===== src/rtl/ram_access_controller.sv =====
// Single-word initiator for a RAM with a level-sensitive write strobe and an asynchronous read port.
// Optional write read-back check: define RAM_CTRL_WRITE_VERIFY_EN.
module ram_access_controller #(
  parameter int ALINE         = 16,
  parameter int DATA_W        = 32,
  parameter int PULSE_CYCLES  = 2,
  parameter int SETTLE_CYCLES = 1
) (
  input  logic              clk,
  input  logic              reset,
  input  logic              req_valid,
  output logic              req_ready,
  input  logic              req_write,
  input  logic [ALINE-1:0]  req_addr,
  input  logic [DATA_W-1:0] req_wdata,
  output logic              resp_valid,
  input  logic              resp_ready,
  output logic [DATA_W-1:0] resp_rdata,
  output logic              resp_error,
  output logic [ALINE-1:0]  ram_address,
  output logic              ram_is_write,
  output logic [DATA_W-1:0] ram_in,
  input  logic [DATA_W-1:0] ram_out,
  output logic              busy,
  output logic [2:0]        dbg_state
);

  // Handshakes: a transfer happens on the rising edge where valid && ready are both high;
  // once valid is raised the payload is held until that edge, and ready never depends on valid.

  localparam int MAX_CNT = (PULSE_CYCLES > SETTLE_CYCLES) ? PULSE_CYCLES : SETTLE_CYCLES;
  localparam int CNT_W   = $clog2(MAX_CNT) + 1;
  localparam logic [CNT_W-1:0] PULSE_LAST  = CNT_W'(PULSE_CYCLES - 1);
  localparam logic [CNT_W-1:0] SETTLE_LAST = CNT_W'(SETTLE_CYCLES - 1);

  typedef enum logic [2:0] {
    S_IDLE   = 3'd0,
    S_SETUP  = 3'd1,
    S_STROBE = 3'd2,
    S_HOLD   = 3'd3,
    S_SETTLE = 3'd4,
    S_RESP   = 3'd5,
    S_VERIFY = 3'd6
  } state_t;

  state_t            r_state;
  state_t            w_state_nxt;
  logic [CNT_W-1:0]  r_cnt;
  logic              r_write;
  logic [ALINE-1:0]  r_addr;
  logic [DATA_W-1:0] r_wdata;
  logic [DATA_W-1:0] r_rdata;
  logic              r_is_write;
`ifdef RAM_CTRL_WRITE_VERIFY_EN
  logic              r_err;
  logic              w_cap_verify;
`endif

  logic w_accept;
  logic w_is_write_nxt;
  logic w_cap_read;
  logic w_cap_wdata;

  // State register
  always_ff @(posedge clk or posedge reset) begin
    if (reset) begin
      r_state <= S_IDLE;
    end else begin
      r_state <= w_state_nxt;
    end
  end

  // Next-state logic
  always_comb begin
    w_state_nxt = r_state;
    case (r_state)
      S_IDLE:   if (req_valid) w_state_nxt = S_SETUP;
      S_SETUP:  w_state_nxt = r_write ? S_STROBE : S_SETTLE;
      S_STROBE: if (r_cnt == PULSE_LAST) w_state_nxt = S_HOLD;
`ifdef RAM_CTRL_WRITE_VERIFY_EN
      S_HOLD:   w_state_nxt = S_VERIFY;
      S_VERIFY: if (r_cnt == SETTLE_LAST) w_state_nxt = S_RESP;
`else
      S_HOLD:   w_state_nxt = S_RESP;
`endif
      S_SETTLE: if (r_cnt == SETTLE_LAST) w_state_nxt = S_RESP;
      S_RESP:   if (resp_ready) w_state_nxt = S_IDLE;
      default:  w_state_nxt = S_IDLE;
    endcase
  end

  // Output / control decode
  always_comb begin
    req_ready      = (r_state == S_IDLE);
    resp_valid     = (r_state == S_RESP);
    busy           = (r_state != S_IDLE);
    dbg_state      = r_state;
    w_accept       = (r_state == S_IDLE) && req_valid;
    w_is_write_nxt = (w_state_nxt == S_STROBE);
    w_cap_read     = (r_state == S_SETTLE) && (r_cnt == SETTLE_LAST);
`ifdef RAM_CTRL_WRITE_VERIFY_EN
    w_cap_wdata    = 1'b0;
    w_cap_verify   = (r_state == S_VERIFY) && (r_cnt == SETTLE_LAST);
`else
    w_cap_wdata    = (r_state == S_HOLD);
`endif
  end

  // Counter restarts at zero on every state entry and only runs in the timed states.
  always_ff @(posedge clk or posedge reset) begin
    if (reset) begin
      r_cnt <= '0;
    end else if (w_state_nxt != r_state) begin
      r_cnt <= '0;
    end else if (r_state == S_STROBE || r_state == S_SETTLE || r_state == S_VERIFY) begin
      r_cnt <= r_cnt + CNT_W'(1);
    end
  end

  // Request latch; address and data stay on the RAM pins until the next accept.
  always_ff @(posedge clk or posedge reset) begin
    if (reset) begin
      r_write <= 1'b0;
      r_addr  <= '0;
      r_wdata <= '0;
    end else if (w_accept) begin
      r_write <= req_write;
      r_addr  <= req_addr;
      r_wdata <= req_wdata;
    end
  end

  // Strobe is decoded from the next state and registered so it is glitch-free.
  always_ff @(posedge clk or posedge reset) begin
    if (reset) begin
      r_is_write <= 1'b0;
    end else begin
      r_is_write <= w_is_write_nxt;
    end
  end

  always_ff @(posedge clk or posedge reset) begin
    if (reset) begin
      r_rdata <= '0;
    end else if (w_cap_read) begin
      r_rdata <= ram_out;
    end else if (w_cap_wdata) begin
      r_rdata <= r_wdata;
`ifdef RAM_CTRL_WRITE_VERIFY_EN
    end else if (w_cap_verify) begin
      r_rdata <= ram_out;
`endif
    end
  end

`ifdef RAM_CTRL_WRITE_VERIFY_EN
  always_ff @(posedge clk or posedge reset) begin
    if (reset) begin
      r_err <= 1'b0;
    end else if (w_accept) begin
      r_err <= 1'b0;
    end else if (w_cap_verify) begin
      r_err <= (ram_out != r_wdata);
    end
  end

  assign resp_error = r_err;
`else
  assign resp_error = 1'b0;
`endif

  assign ram_address  = r_addr;
  assign ram_in       = r_wdata;
  assign ram_is_write = r_is_write;
  assign resp_rdata   = r_rdata;

endmodule


===== config.mk =====
export PLATFORM = sky130hd
export DESIGN_NAME = ram_access_controller
export DESIGN_NICKNAME = d
export VERILOG_FILES = /design/src/rtl/ram_access_controller.sv
export SDC_FILE = /design/constraint.sdc
export NUM_CORES = 1
export LEC_CHECK = 0
export ABC_AREA = 1
export BUFFER_PORTS_ARGS = -buffer_cell sky130_fd_sc_hd__buf_2
export CAP_MARGIN = 30
export CELL_PAD_IN_SITES_DETAIL_PLACEMENT = 0
export CELL_PAD_IN_SITES_GLOBAL_PLACEMENT = 1
export CORE_MARGIN = 2
export CORE_UTILIZATION = 36
export DETAILED_ROUTE_END_ITERATION = 7
export PLACE_DENSITY_LB_ADDON = 0.1
export SLEW_MARGIN = 30
export SYNTH_ARGS = -nofsm -noshare
export SYNTH_HDL_FRONTEND = slang
export SYNTH_SLANG_ARGS = --single-unit
export TNS_END_PERCENT = 100

===== constraint.sdc =====
create_clock -name clk -period 8.5 [get_ports clk]
set_input_delay 1.7 -clock clk [delete_from_list [all_inputs] [get_ports clk]]
set_output_delay 1.7 -clock clk [all_outputs]
set_load 0.01 [all_outputs]

After elaboration in Yosys (flattened, before gate mapping)
Cells that the tools add are included.
{"block": "totals", "register_bits": 87, "latchBits": 0, "mem_bits_rw": 0, "mem_bits_ro": 0, "in_bits": 85, "out_inout_bits": 88, "mem_count": 0}
{"block": "op_classes", "add_sub_neg": 1, "n_mul": 0, "n_div": 0, "magnitude_cmp": 0, "n_eq_ne": 9, "shifts": 0, "n_mux": 10, "bitwise": 0, "reduce_logical": 9}
{"op": "$mux W32", "n": 2}
{"op": "$pmux W3 S6", "n": 1}
{"op": "$mux W3", "n": 5}
{"op": "$eq A3 B2 Y1 const B", "n": 3}
{"op": "$eq A3 B3 Y1 const B", "n": 3}
{"op": "$mux W2", "n": 2}
{"op": "$reduce_bool A2 Y1", "n": 2}
{"op": "$eq A3 B1 Y1 const B", "n": 1}
{"op": "$logic_not A3 Y1", "n": 1}
{"op": "$ne A3 B3 Y1", "n": 1}
{"op": "$reduce_bool A3 Y1", "n": 1}
{"op": "$add A2 B1 Y2 const B", "n": 1}
{"op": "$eq A2 B1 Y1 const B", "n": 1}
{"op": "$logic_and A1 B1 Y1", "n": 2}
{"op": "$logic_not A2 Y1", "n": 1}
{"op": "$logic_or A1 B1 Y1", "n": 2}

Logic depth before layout (Yosys ltp)
{"block": "logic_depth", "ltp_word": 5, "ltp_mapped": 10, "mapped_depth_nobuf": 10}

Least setup slack after synthesis
No wires, ideal clock.
{"block": "synth_path", "kind": "register to output", "startpoint": "register r_state[0], in the netlist dbg_state[0]", "endpoint": "output port req_ready", "t_arrival_ps": 874, "required_time_ps": 6800, "slack_ps": 5926, "path_stages_with_launch": 5, "path_cell_list": "dfrtp_1 buf_6 nor2_4 nand2_1 inv_1"}
{"block": "synth_between", "elab_chain_cells": 1}
{"item": "from (decl)", "line": "46", "source": "state_t r_state;"}
{"item": "from (signal assigned)", "line": "69", "source": "r_state <= w_state_nxt;"}
{"item": "$logic_not A3 Y1", "line": "94", "source": "req_ready = (r_state == S_IDLE);"}
{"item": "to (decl)", "line": "12", "source": "output logic req_ready,"}
Every way passes these cells.

Final worst setup path
{"block": "layout_path", "startpoint": "register r_state[0], in the netlist dbg_state[0]", "endpoint": "output port dbg_state[0]"}
{"item": "to (decl)", "line": "25", "source": "output logic [2:0] dbg_state"}
No word-level cell between the ends.

==> impl_metrics.tcl <==
set metrics [dict create \
    run_status "completed" \
    finalWorstSetupSlack_ns 5.26 \
    clock_path_buffers 2 \
    comb_power_share_pct 45.5 \
    maxCapViolCount 0 \
    timing.rr.end "resp_rdata[3]$_DFFE_PP0P_" \
    grt-ovfl-total 0 \
    n_fill_cell 1036 \
    place_congestion 0.773 \
    maxSlewHeadroom_pct 55.2 \
    die-area_um2 11400 \
    cts-buffers-inserted 9 \
    critPathMaxStageDelay_ns 0.58 \
    min_period_over_period_pct 38.1 \
    num_vias 3000 \
    hold_path_class "flip-flop to flip-flop" \
    initial_core_util_pct 36.9 \
    finalSetupViolCount 0 \
    min_path_cells 2 \
    viasPerCell 4.63 \
    clock-sinks 87 \
    crit_required_ns 6.80 \
    yosys.area.top_type "dfrtp_1" \
    dp_hpwl_um 6450 \
    drtIter0Drc 146 \
    power_leakage_nw 2.65 \
    hold_end "resp_rdata[29]$_DFFE_PP0P_" \
    layout_commonest_cell "buf_2" \
    die_h_um 107 \
    min_from "resp_rdata[29]$_DFFE_PP0P_" \
    track_usage_pct 17.2 \
    ys_warn_count 0 \
    power.density_nw_per_um2 391 \
    area_growth_pct 30.3 \
    switching_share_pct 38.8 \
    drive_above_1_share_pct 47.1 \
    worst-path-buf-inv 2 \
    worstMarginPinSlew_ns 0.672 \
    cp_max_fo 28 \
    p_int_mw 1.18 \
    avgRoutedWirePerCell_um 14.8 \
    netSwitchingPower_mw 0.750 \
    ctsRootBufferMaster "clkbuf_8" \
    yosys-top-cells-area "dfrtp_1 (57%), mux2_4 (12%), nand3_1 (7.7%)" \
    tns_ns 0 \
    cts_tree "built" \
    crit_chain "buf_4 > buf_2" \
    drt_first_pass_iters 4 \
    arrival_ns 1.54 \
    post-cts-setup-buffer-count 0 \
    portBuffers 171 \
    final-max-slew-violation-count 0 \
    rsz0062_at_grt "false" \
    syn-num-nets 428 \
    worst-path-stages 2 \
    drtAntennaViolNets 0 \
    critical_path.top_delay_family "buffers and inverters" \
    fmax_mhz 309 \
    antenna_found_initial 0 \
    wirelength_um 9570 \
    fin_area_um2 4940 \
    postCtsResizedCells 0 \
    grt_max_degree 57 \
    criticalPathCategory "flip-flop to primary output" \
    dp_slack_ns 5.15 \
    final_nets 594 \
    end_kind "primary output" \
    synth_seq_area_share_pct 57.4 \
    reg2regPathDepth 6 \
    clockPowerShare_pct 15.4 \
    coreArea_um2 10300 \
    io-pin-count 173 \
    grt_pass1_vias 2967 \
    cpMaxStageDelayCell "dfrtp_1" \
    synth-seq-cells 87 \
    syn_area_um2 3790 \
    avgSynthCellArea_um2 11.1 \
    die_w_um 107 \
    holdBufCountCts 0 \
    vdd_ir_drop_max_mv 0.146 \
    timing.rr.start "dbg_state[0]$_DFF_PP0_" \
    crit_path_start_kind "flip-flop" \
    yosysUniqueCellTypes 22 \
    hold_viol_final 0 \
    clkLatencyLatePin_ns 0.35 \
    drc 0 \
    place_area_um2 4720 \
    grt_pass1_wl_um 15200 \
    antenna_cells 0 \
    cts_max_level 3 \
    synth_top_area_share_pct 57.4 \
    clk_pin_slew_ns 0.08 \
    r2r_slack_ns 6.51 \
    final_cell_mix "buf_2 (171), dfrtp_1 (87), nand2_1 (74)" \
    row_count 37 \
    min_period_ns 3.24 \
    p_seq_share_pct 39.1 \
    finClkSkew_ns 0.0118 \
    synth_cells 341 \
]
-- power groups by stage --
| stage | Combinational [mW] | Clock (mW) | Sequential, mW |
|---|---|---|---|
| finish | 0.880 | 0.297 | 0.755 |
| global route | 0.974 | 0.328 | 0.784 |
| CTS | 0.898 | 0.307 | 0.756 |
| detailed placement | 0.896 | 0 | 0.763 |
| global placement | 0.886 | 0 | 0.756 |
| floorplan | 0.495 | 0 | 0.836 |
-- Yosys cell counts --
cell / instances
nand3_1: 58
a21oi_1: 7
nand4_1: 2
xor2_1: 1
nor2_1: 13
inv_1: 17
buf_6: 5
dfrtp_1: 87
o21ai_0: 3
nand2_1: 74
conb_1: 1
nor2_4: 1
inv_2: 2
buf_4: 2
nand3_2: 1
o311ai_0: 1
mux2_2: 15
mux2_4: 30
ha_1: 2
clkbuf_1: 2
o211ai_1: 5
buf_2: 12
-- routing by layer --
layer	vias up	global-route usage (%)	wire length [µm]
met5	-	0	0
met4	0	5.84	124
met3	12	3.65	543
met2	94	27.5	4680
met1	1433	23.2	4210
li1	1461	-	-
-- worst reg2reg max path: stages, from the launching register on --
cell	delay (ns)
dfrtp_1	0.52
nor2_1	0.20
nand3_1	0.16
inv_1	0.51
buf_4	0.34
nand2_1	0.09
o211ai_1	0.09
-- worst max-delay path by stage --
stage	startpoint	end	slack, ns
finish	dbg_state[0]$_DFF_PP0_	dbg_state[0]	5.26
global route	dbg_state[0]$_DFF_PP0_	dbg_state[0]	5.15
CTS	dbg_state[0]$_DFF_PP0_	dbg_state[0]	5.23
detailed placement	req_valid	r_cnt[0]$_DFFE_PP0P_	5.15
global placement	req_valid	r_cnt[0]$_DFFE_PP0P_	5.18
floorplan	reset	dbg_state[0]$_DFF_PP0_	4.55
-- cells by family (layout without fill, tap and decap cells) --
logic type	after synthesis	in the layout	share of synthesized area, %
adder cells (fa/ha/maj)	2	2	0.660
AND/OR/NAND/NOR	149	149	17.2
XOR/XNOR	1	1	0.231
AO/OA/AOI/OAI	16	16	2.54
other	1	1	0.0989
buffers and inverters	40	211	5.54
multiplexers	45	45	16.3
flip-flops	87	87	57.4
-- through the flow --
stage	hold WS, ns	cells	power, mW	utilization [%]
finish	0.480	648	1.93	48.1
detailed placement	0.464	631	1.66	45.9
CTS	0.485	647	1.96	47.9
global route	0.503	648	2.08	48.1
global placement	0.458	631	1.64	45.9
floorplan	0.498	341	1.33	-
-- registers in the layout (all words and copies together) (netlist names) --
register / count
r_write: 1
ram_in: 32
dbg_state: 3
resp_rdata: 32
ram_address: 16
r_cnt: 2
ram_is_write: 1
-- layout make-up --
type	instances	area [µm²]	area share, %
sequential	87	2180	44.1
inverter	19	72.6	1.47
timing repair buffer	176	906	18.3
tap	136	170	3.44
clock inverter	4	55.1	1.11
clock buffer	12	145	2.94
multi-input combinational	214	1410	28.6
Note: power is estimated with default switching activity, not from simulation.
